File: config.mk
export PLATFORM = sky130hd
export DESIGN_NAME = cv32e40p_fpu_issue_tracker
export DESIGN_NICKNAME = d
export VERILOG_FILES = /design/src/rtl/cv32e40p_config_pkg.sv /design/src/rtl/cv32e40p_pkg.sv /design/src/rtl/cv32e40p_fpu_lat_pipe.sv /design/src/rtl/cv32e40p_fpu_issue_tracker.sv
export SDC_FILE = /design/constraint.sdc
export NUM_CORES = 1
export LEC_CHECK = 0
export CORE_MARGIN = 4
export CORE_UTILIZATION = 44
export CTS_CLUSTER_DIAMETER = 100
export DETAILED_ROUTE_END_ITERATION = 16
export PLACE_DENSITY_LB_ADDON = 0.05
export SLEW_MARGIN = 40
export SYNTH_ARGS = -nofsm -noshare
export SYNTH_HDL_FRONTEND = slang
export SYNTH_SLANG_ARGS = --single-unit
File: constraint.sdc
create_clock -name clk -period 2.4 [get_ports clk]
set_clock_uncertainty 0.2 [all_clocks]
set_input_delay 0.48 -clock clk [delete_from_list [all_inputs] [get_ports clk]]
set_output_delay 0.48 -clock clk [all_outputs]
set_load 0.1 [all_outputs]
File: src/rtl/cv32e40p_config_pkg.sv
// cv32e40p_config_pkg: core-level configuration defaults shared by the FPU blocks.
package cv32e40p_config_pkg;
  localparam int FPU_ADDMUL_LAT = 1;
  localparam int FPU_OTHERS_LAT = 1;
endpackage

File: src/rtl/cv32e40p_pkg.sv
// cv32e40p_pkg: FPU op classes and issue-tracker state encoding.
package cv32e40p_pkg;
  typedef enum logic [1:0] {
    OP_ADDMUL  = 2'd0,
    OP_OTHERS  = 2'd1,
    OP_DIVSQRT = 2'd2,
    OP_RSVD    = 2'd3
  } fpu_op_class_e;
  typedef enum logic [1:0] {
    IDLE     = 2'd0,
    PIPE     = 2'd1,
    DIV_WAIT = 2'd2
  } fpu_trk_state_e;
endpackage

File: src/rtl/cv32e40p_fpu_lat_pipe.sv
// cv32e40p_fpu_lat_pipe: completion-slot shift register with WAW, structural and RAW match logic.
// Slot k (1-based) lives at bit k-1; a shift right by one slot advances every op toward writeback.
module cv32e40p_fpu_lat_pipe #(
  parameter int MAXLAT = 1
) (
  input  logic        clk,
  input  logic        rst_n,
  input  logic        ins,
  input  logic [2:0]  lat,
  input  logic [5:0]  waddr,
  input  logic [17:0] rd_addr,
  input  logic [2:0]  rd_valid,
  output logic        head_valid,
  output logic [5:0]  head_waddr,
  output logic        more,
  output logic        struct_hit,
  output logic        waw_hit,
  output logic        rd_hit
);
  logic [MAXLAT-1:0]   v, v_n, v_lat;
  logic [6*MAXLAT-1:0] wa, wa_n;
  // The target slot is always empty after the shift, so insertion can simply OR in.
  always_comb begin
    v_n     = (v >> 1) | (MAXLAT'(ins) << (lat - 3'd1));
    wa_n    = (wa >> 6) | ((6*MAXLAT)'(ins ? waddr : 6'd0) << (6 * (lat - 3'd1)));
    v_lat   = v >> lat;
    waw_hit = 1'b0;
    rd_hit  = 1'b0;
    for (int k = 0; k < MAXLAT; k++) begin
      waw_hit = waw_hit | (v[k] && wa[6*k +: 6] == waddr);
      for (int j = 0; j < 3; j++)
        rd_hit = rd_hit | (v[k] && rd_valid[j] && wa[6*k +: 6] == rd_addr[6*j +: 6]);
    end
  end
  assign struct_hit = v_lat[0];
  assign more       = |(v >> 1);
  assign head_valid = v[0];
  assign head_waddr = wa[5:0];
  always_ff @(posedge clk or negedge rst_n) begin
    if (!rst_n) begin
      v  <= '0;
      wa <= '0;
    end else begin
      v  <= v_n;
      wa <= wa_n;
    end
  end
endmodule

File: src/rtl/cv32e40p_fpu_issue_tracker.sv
// cv32e40p_fpu_issue_tracker: issues FPU ops, tracks fixed-latency and div/sqrt completions,
// and flags WAW/structural/RAW hazards for the decode stage.
module cv32e40p_fpu_issue_tracker
  import cv32e40p_pkg::*;
#(
  parameter int FPU_ADDMUL_LAT = cv32e40p_config_pkg::FPU_ADDMUL_LAT,
  parameter int FPU_OTHERS_LAT = cv32e40p_config_pkg::FPU_OTHERS_LAT
) (
  input  logic        clk,
  input  logic        rst_n,
  input  logic        req_i,
  input  logic [1:0]  op_class_i,
  input  logic [5:0]  waddr_i,
  output logic        gnt_o,
  output logic        fpu_req_o,
  input  logic        fpu_gnt_i,
  input  logic        fpu_rvalid_i,
  output logic        rvalid_o,
  output logic [5:0]  rwaddr_o,
  input  logic [17:0] rd_addr_i,
  input  logic [2:0]  rd_valid_i,
  output logic        dep_stall_o,
  output logic        busy_o
);
  localparam int MAXLAT = FPU_ADDMUL_LAT > FPU_OTHERS_LAT ? FPU_ADDMUL_LAT : FPU_OTHERS_LAT;
  if (FPU_ADDMUL_LAT < 1 || FPU_ADDMUL_LAT > 4 || FPU_OTHERS_LAT < 1 || FPU_OTHERS_LAT > 4) begin : g_bad_lat
    $error("FPU latency parameters must lie in 1..4");
  end
  fpu_trk_state_e state;
  logic [5:0] div_waddr, head_waddr;
  logic [2:0] lat;
  logic fixed, is_div, hazard, div_done, div_rd;
  logic head_valid, more, struct_hit, waw_hit, rd_hit;
  assign fixed  = op_class_i == OP_ADDMUL || op_class_i == OP_OTHERS;
  assign is_div = op_class_i == OP_DIVSQRT;
  assign lat    = op_class_i == OP_ADDMUL ? 3'(FPU_ADDMUL_LAT) : 3'(FPU_OTHERS_LAT);
  // Div/sqrt needs a fully drained pipe; nothing issues while it is outstanding.
  assign hazard = state == DIV_WAIT || (is_div && state != IDLE) || (fixed && struct_hit) || waw_hit;
  // Gated by rst_n so no request leaks out while reset is held.
  assign fpu_req_o = rst_n & req_i & ~hazard & (op_class_i != OP_RSVD);
  assign gnt_o     = fpu_req_o & fpu_gnt_i;
  assign div_done  = state == DIV_WAIT && fpu_rvalid_i;
  assign rvalid_o  = head_valid | div_done;
  assign rwaddr_o  = div_done ? div_waddr : head_waddr;
  assign busy_o    = state != IDLE;
  always_comb begin
    div_rd = 1'b0;
    for (int j = 0; j < 3; j++)
      div_rd = div_rd | (state == DIV_WAIT && rd_valid_i[j] && rd_addr_i[6*j +: 6] == div_waddr);
  end
  assign dep_stall_o = rd_hit | div_rd;
  cv32e40p_fpu_lat_pipe #(.MAXLAT(MAXLAT)) u_pipe (
    .clk        (clk),
    .rst_n      (rst_n),
    .ins        (gnt_o & fixed),
    .lat        (lat),
    .waddr      (waddr_i),
    .rd_addr    (rd_addr_i),
    .rd_valid   (rd_valid_i),
    .head_valid (head_valid),
    .head_waddr (head_waddr),
    .more       (more),
    .struct_hit (struct_hit),
    .waw_hit    (waw_hit),
    .rd_hit     (rd_hit)
  );
  always_ff @(posedge clk or negedge rst_n) begin
    if (!rst_n) begin
      state     <= IDLE;
      div_waddr <= '0;
    end else begin
      state <= state == IDLE ? (gnt_o ? (is_div ? DIV_WAIT : PIPE) : IDLE) :
               state == PIPE ? ((gnt_o || more) ? PIPE : IDLE) :
               (fpu_rvalid_i ? IDLE : DIV_WAIT);
      if (state == IDLE && gnt_o && is_div) div_waddr <= waddr_i;
    end
  end
endmodule

* After elaboration in Yosys (flattened, before gate mapping) *
Index checks and enable logic that the tools add are counted.

word-level totals
  output and inout port bits = 11
  logic and storage cells = 59
  flip-flop bits (word level) = 15

cells by class
  reduce and logical (&&, ||, !) cells = 23
  muxes and demuxes = 8
  bitwise gates (word level) = 12
  eq/ne operators = 12

operators by type and width
  operator                                              number
  equality test 6 bit                                   7
  logical AND 1 bit                                     17
  2-to-1 mux 6 bit                                      2
  2-to-1 mux 2 bit                                      5
  bitwise OR 1 bit                                      6
  bitwise AND 1 bit                                     5
  equality test 2 x 1 -> 1 bit (second input constant)  2
  equality test 2 bit (second input constant)           2
  zero test 2 bit                                       2
  logical OR 1 bit                                      3
  != test 2 bit (second input constant)                 1
  nonzero test 2 bit                                    1
  2-to-1 mux 1 bit                                      1
  NOT 1 bit                                             1

* Depth between registers and ports, before layout *
Gate-level depths: netlist of run 1.

  word-level depth = 11
  gate-level depth with buffers = 6
  mapped depth without buffers = 5

* By module *
A second synthesis of run 1 with hierarchy kept.

unflattened totals
  cell total of the unflattened synthesis = 156
  area total of the unflattened synthesis = 1451.4 sq um

by module, submodules not included
  module                      instances  cells an instance  seq. area each (sq um)  area an instance (sq um)
  cv32e40p_fpu_lat_pipe       1          87                 175.2                   764.5
  cv32e40p_fpu_issue_tracker  1          69                 200.2                   686.9

* Least setup slack after synthesis of run 1 *
No wires, ideal clock.

  path type = input port to output port
  start = input rd_addr_i[0]
  end = output dep_stall_o
  cell stages on the path = 5
  slack = -0.129 ns
  data arrival time = 1.849 ns
  cells stage by stage = xnor2_1 -> nand4_1 -> nor4_1 -> a211oi_1 -> nand4_1

between the ends
  longest elaborated chain between the ends = 5
  elaborated cells on any way between the ends = 9

ends and longest elaborated chain
  element                                            line                                                           text
  start, declared                                    cv32e40p_fpu_issue_tracker.sv:20                               input logic [17:0] rd_addr_i,
  equality test 6 bit (on tied branches)             cv32e40p_fpu_lat_pipe.sv:32, cv32e40p_fpu_issue_tracker.sv:49
  logical AND 1 bit (on tied branches)               cv32e40p_fpu_lat_pipe.sv:32, cv32e40p_fpu_issue_tracker.sv:49
  bitwise OR 1 bit (on tied branches) (2 in series)  cv32e40p_fpu_lat_pipe.sv:32, cv32e40p_fpu_issue_tracker.sv:49
  bitwise OR 1 bit *                                 cv32e40p_fpu_issue_tracker.sv:51                               assign dep_stall_o = rd_hit | div_rd;
  end, declared                                      cv32e40p_fpu_issue_tracker.sv:22                               output logic dep_stall_o,

Every way passes the cells marked *; elsewhere a longest branch is shown, timed or not.

* Worst setup path in the final report of run 1 *
  start = register div_waddr[5]
  end = output dep_stall_o

between the ends
  longest elaborated chain between the ends = 5
  elaborated cells on any way between the ends = 9

ends and longest elaborated chain
  element                 line                              text
  start, declared         cv32e40p_fpu_issue_tracker.sv:30  logic [5:0] div_waddr, head_waddr;
  start signal, assigned  cv32e40p_fpu_issue_tracker.sv:75  if (state == IDLE && gnt_o && is_div) div_waddr <= waddr_i;
  equality test 6 bit     cv32e40p_fpu_issue_tracker.sv:49  div_rd = div_rd | (state == DIV_WAIT && rd_valid_i[j] && rd_addr_i[6*j +: 6] == div_waddr);
  logical AND 1 bit       cv32e40p_fpu_issue_tracker.sv:49
  bitwise OR 1 bit        cv32e40p_fpu_issue_tracker.sv:49
  bitwise OR 1 bit *      cv32e40p_fpu_issue_tracker.sv:49
  bitwise OR 1 bit *      cv32e40p_fpu_issue_tracker.sv:51

Marked as above.

==> flow_summary.yaml, run 1 <==
synthesis:
  netlist_instances: 119
  yosys-top-cells-area: "dfrtp_1, xnor2_1, xor2_1, mux2_4, mux2_2"
  synth_top_area_share_pct: 31.0
  avgSynthCellArea_sq_um: 10.2
  ys_types: 24
  netlist_area_sq_mm: 0.00121
  syn_nets: 153
  yosys.area.top_type: "dfrtp_1"
  ys_ff_latch: 15
  yosysSeqAreaShare_pct: 31.0
  ys_warn_count: 0
clocking:
  root_buffer: "clkbuf_4"
  worstSkewPairLatency_ns: 0.29
  clock-sinks: 15
  cts_made_buffers: 3
  cts_tree: "built"
  clock_path_buffers: 2
  htreeDepth: 1
  clkTransAtPathRegs_ns: 0.10
critical_path:
  start_kind: "flip-flop"
  cp.required_ns: 1.72
  crit_buf_inv: 2
  cp_max_fo: 3
  end_kind: "output pin"
  path_delay_family: "simple AND/OR/NAND/NOR gates"
  max_stage_delay_ns: 0.44
  crit_top_cell: "nand4_1"
  path_cells: "buf_6 > xor2_1 > nor4_1 > nand4_1 > nand4_1 > buf_12"
  critical_path_class: "flip-flop to output pin"
  slowest_stage: "dfrtp_2"
  arrival_ns: 1.80
power:
  switching_share_pct: 36.1
  p_comb_share_pct: 44.1
  ir_drop_mv: 0.469
  p_int_mw: 0.554
  p_clk_share_pct: 17.4
  p_seq_share_pct: 38.5
  p_leak_nw: 0.939
  p_sw_mw: 0.313
  totalPowerFinal_mw: 0.867
  powerDensity_mw_per_mm2: 430
layout:
  multi_input_area_sq_um: 845
  mostFrequentLayoutCell: "buf_4"
  drive_gt1_share_pct: 38.7
  nNetsFinal: 221
  syn2layout_area_growth_pct: 66.3
  seq_area_sq_um: 384
  final_cell_mix: "buf_4, xnor2_1, dlygate4sd2_1"
  final_area_sq_mm: 0.00202
  antenna_cells: 0
  nFillCells: 171
die:
  fp.dieW_um: 60.5
  initial_utilization_pct: 47.6
  die_y_um: 60.5
  num_rows: 18
  pin_count: 45
  dieArea_sq_mm: 0.00366
  core_area_sq_mm: 0.00254
placement:
  dp_hpwl_mm: 2.85
  dpl_cell_area_sq_mm: 0.00186
  gp_congestion: 0.885
  io_buffers: 44
sta:
  achievable-frequency_mhz: 404
  rsz0062_at_grt: "yes"
  finalCriticalPeriod_ns: 2.48
  slew_headroom_pct: 78.3
  whs_ns: 0.376
  timing.final.ws_setup_ns: -0.0763
  hold_violations: 0
  finalSetupTns_ns: -0.167
  period_share_pct: 103
  finalSetupViolCount: 6
  drv_slew: 0
  tightest_slew_ns: 0.324
run_status:
  run_status: "complete, but fails checks"
  failed_checks: "negative setup slack"
drt:
  drt-pass1-iter-count: 4
  drt-initial-drc-count: 59
  routedWlPerCell_um: 19.9
  ant_nets: 0
  vias_per_cell: 5.65
  vias: 1220
  routed_wl_mm: 4.30
  drcViolationCount: 0
run:
  drv_cap: 0
min_path:
  hp-class: "input pin to async pin"
grt:
  grt_pass1_wl_mm: 5.98
  grt_overflow: 0
  grt_use_total_pct: 22.8
  grt_max_degree: 16
  grt_pass1_vias: 1234
  antenna_found_initial: 0
## worst register-to-register path: stages, from the launching register on
cell and delay [ns]:
dfrtp_1 0.43, buf_4 0.17, o21ai_2 0.14, and4b_1 0.27
buf_4 0.13, o21a_4 0.14, buf_4 0.13, nand4_4 0.19
mux2_4 0.35
## layout make-up
cell class | instances | share of cell area, %
Clock buffer | 3 | 1.12
Clock inverter | 1 | 0.248
Inverter | 3 | 0.559
Multi-Input combinational cell | 95 | 41.9
Sequential cell | 15 | 19.1
Tap cell | 30 | 1.86
Timing Repair Buffer | 69 | 35.3
## worst paths after layout
check / end / slack, ns / cells after the start / start
setup / recovery: dep_stall_o / -0.08 / 6 / div_waddr[5]
hold / removal: state[0] / 0.38 / 2 / rst_n
setup reg to reg: div_waddr[5] / 0.13 / 8 / state[0]
hold reg to reg: state[0] / 0.38 / 2 / state[1]
max in group asynchronous: u_pipe.head_waddr[1] / 1.43 / 2 / rst_n
min in group clk: state[0] / 0.38 / 2 / state[1]
## synth_stat cells, drive strengths merged
master and number:
o21ai 2, and4b 1, a211oi 1, xor2 15, nor4 3, mux2 12
dfrtp 15, nand4 9, nand2 1, buf 6, inv 3, xnor2 27
nand3 6, o211ai 1, and3 6, o21a 1, nand2b 2, nor2 3
nor3 3, nor2b 1, or2 1
## cells by family (layout without fill, tap and decap cells)
group | Yosys count | in the layout | synth area share (%)
xor gates and xnor gates | 42 | 42 | 30.3
and+or+nand+nor | 36 | 36 | 19.0
DFF | 15 | 15 | 31.0
muxes | 12 | 12 | 13.0
buffers and inverters | 9 | 76 | 3.41
AOI/OAI and AO/OA | 5 | 5 | 3.30
## power by group through the flow
stage	Sequential (mW)	Combinational [mW]	Clock, mW
after floorplan	0.324	0.202	0
after global placement	0.340	0.321	0
after detailed placement	0.345	0.328	0
after CTS	0.331	0.361	0.147
after global routing	0.340	0.403	0.162
final	0.334	0.382	0.151
## metal layers
metal | vias up | global-route usage (%) | part of all wire [%]
met4 | 0 | 8.98 | 1.5
met5 | - | 0 | 0
li1 | 548 | - | -
met2 | 56 | 41.4 | 54
met3 | 7 | 2.98 | 4.9
met1 | 609 | 27.3 | 40
## timing repair
item | CTS | global route
pin swaps | 17 | 7
hold buffers | 0 | 0
setup buffers | 8 | 4
gates resized for setup | 33 | 11
setup endpoints to repair | 9 | 9
## stage by stage
step           cells  util (%)  setup slack (ns)
2_1_floorplan    119         -            -0.119
3_5_place_dp     200      72.9            -0.335
3_3_place_gp     200      72.9            -0.336
5_1_grt          216      79.2            -0.117
4_1_cts          212      76.6           -0.0714
6_report         216      79.2           -0.0763
## registers in the layout, summed over array words and instances, names as in the netlist
signal	cells
state	2
u_pipe.head_valid	1
div_waddr	6
u_pipe.head_waddr	6
Power figures use the tool's default switching activity.
==> run 2: changes to the inputs <==
--- a/config.mk
+++ b/config.mk
@@ -10,7 +10,9 @@
 export CTS_CLUSTER_DIAMETER = 100
 export DETAILED_ROUTE_END_ITERATION = 16
 export PLACE_DENSITY_LB_ADDON = 0.05
+export SKIP_LAST_GASP = 1
 export SLEW_MARGIN = 40
 export SYNTH_ARGS = -nofsm -noshare
 export SYNTH_HDL_FRONTEND = slang
 export SYNTH_SLANG_ARGS = --single-unit
+export TNS_END_PERCENT = 30
==> flow_summary.yaml, run 2 (synthesis results as in run 1) <==
critical_path:
  cp.required_ns: 1.72
  crit_path_end: "rwaddr_o[0]"
  start_kind: "input pin"
  end_kind: "output pin"
  critical_path_class: "input pin to output pin"
  slowest_stage: "clkdlybuf4s50_1"
  arrival_ns: 1.80
  crit_buf_inv: 2
  cp_max_fo: 7
  max_stage_delay_ns: 0.45
  setup.reg_to_reg.worst_slack_ns: 0.28
  path_cells: "clkdlybuf4s50_1 > nand2_1 > mux2_2 > buf_12"
  path_delay_family: "buffers and inverters"
  r2r-start: "state[0]"
  worstSetupPathDepth: 4
  crit_path_start: "fpu_rvalid_i"
  reg2reg_to: "div_waddr[4]"
  reg2regPathDepth: 7
drt:
  vias_per_cell: 5.54
  routed_wl_mm: 3.86
  vias: 1192
  routedWlPerCell_um: 17.9
  drt-pass1-iter-count: 4
  drt-initial-drc-count: 59
  ant_nets: 0
  drcViolationCount: 0
grt:
  grt_pass1_vias: 1234
  met3_usage_pct: 2.98
  grt_pass1_wl_mm: 5.98
  grt_overflow: 0
  met2_usage_pct: 41.4
  antenna_found_initial: 0
  grt_max_degree: 16
  busiest_layer: "met2"
  grt_use_total_pct: 22.8
  gr-usage-met1_pct: 27.3
layout:
  final_cells: 215
  drive_gt1_share_pct: 34.6
  mostFrequentLayoutCell: "xnor2_1"
  syn2layout_area_growth_pct: 63.4
  nFillCells: 187
  nNetsFinal: 220
  antenna_cells: 0
  final_cell_mix: "xnor2_1, buf_4, dlygate4sd2_1"
clocking:
  clock-sinks: 15
  clkTransAtPathRegs_ns: 0.09
  cts_made_buffers: 3
  worstSkewPairLatency_ns: 0.29
  ctsHoldBuffers: 0
  root_buffer: "clkbuf_4"
  htreeDepth: 1
  cts_tree: "built"
  clock_path_buffers: 2
die:
  dieArea_sq_mm: 0.00366
  die_y_um: 60.5
  pin_count: 45
  initial_utilization_pct: 47.6
  fp.dieW_um: 60.5
  core_area_sq_mm: 0.00254
  num_rows: 18
min_path:
  hp-class: "input pin to async pin"
power:
  ir_drop_mv: 0.454
  totalPowerFinal_mw: 0.852
  p_leak_nw: 0.918
  powerDensity_mw_per_mm2: 430
placement:
  dp_hpwl_mm: 2.85
  dp_cells: 200
  gp_congestion: 0.885
  io_buffers: 44
sta:
  achievable-frequency_mhz: 404
  hold_violations: 0
  timing.final.ws_setup_ns: -0.0772
  finalSetupViolCount: 9
  finalCriticalPeriod_ns: 2.48
  rsz0062_at_grt: "yes"
  period_share_pct: 103
  tightest_slew_ns: 0.322
  slew_headroom_pct: 78.5
  drv_slew: 0
run_status:
  run_status: "complete, but fails checks"
  failed_checks: "negative setup slack"
run:
  drv_cap: 0
[run 2: repair_timing]
action                                  4_1_cts  5_1_grt
buffers inserted                              8        3
pin swaps                                    17        6
resized for setup                            33        3
endpoints found under the setup margin        9        9
[run 2: power breakdown]
part	internal [mW]	total, mW	switching (mW)
sequential	0.283	0.334	0.0504
clock	0.0620	0.145	0.0834
combinational	0.206	0.373	0.167
[run 2: layout make-up]
type	count	area, sq um	share of cell area, %
Sequential cell	15	380	19.2
Tap cell	30	37.5	1.90
Clock buffer	3	22.5	1.14
Clock inverter	1	5.00	0.253
Inverter	3	11.3	0.569
Timing Repair Buffer	68	701	35.4
Multi-Input combinational cell	95	823	41.6
[run 2: metrics by stage]
stage | setup slack [ns] | utilization [%] | hold WS [ns] | instance area [sq um] | TNS [ns]
final | -0.0772 | 77.8 | 0.332 | 1980 | -0.601
after CTS | -0.0714 | 76.6 | 0.334 | 1950 | -0.207
after global placement | -0.336 | 72.9 | 0.275 | 1860 | -0.544
after detailed placement | -0.335 | 72.9 | 0.279 | 1860 | -0.590
after global routing | -0.117 | 77.8 | 0.349 | 1980 | -0.826
after floorplan | -0.119 | - | -0.0156 | 1240 | -0.119
[run 2: how the worst min path moves through the flow]
stage | start | endpoint | slack, ns | cells after the start
after floorplan | rst_n | div_waddr[0] | -0.02 | 0
after global routing | rst_n | state[0] | 0.35 | 2
after detailed placement | state[1] | state[0] | 0.28 | 1
after global placement | state[1] | state[0] | 0.27 | 1
after CTS | rst_n | state[0] | 0.33 | 2
final | rst_n | state[0] | 0.33 | 2
[run 2: routing by layer]
layer,vias to the layer above,wire (um)
met3,10,223
met5,-,0
met2,58,2020
met1,581,1530
met4,0,80
li1,543,-
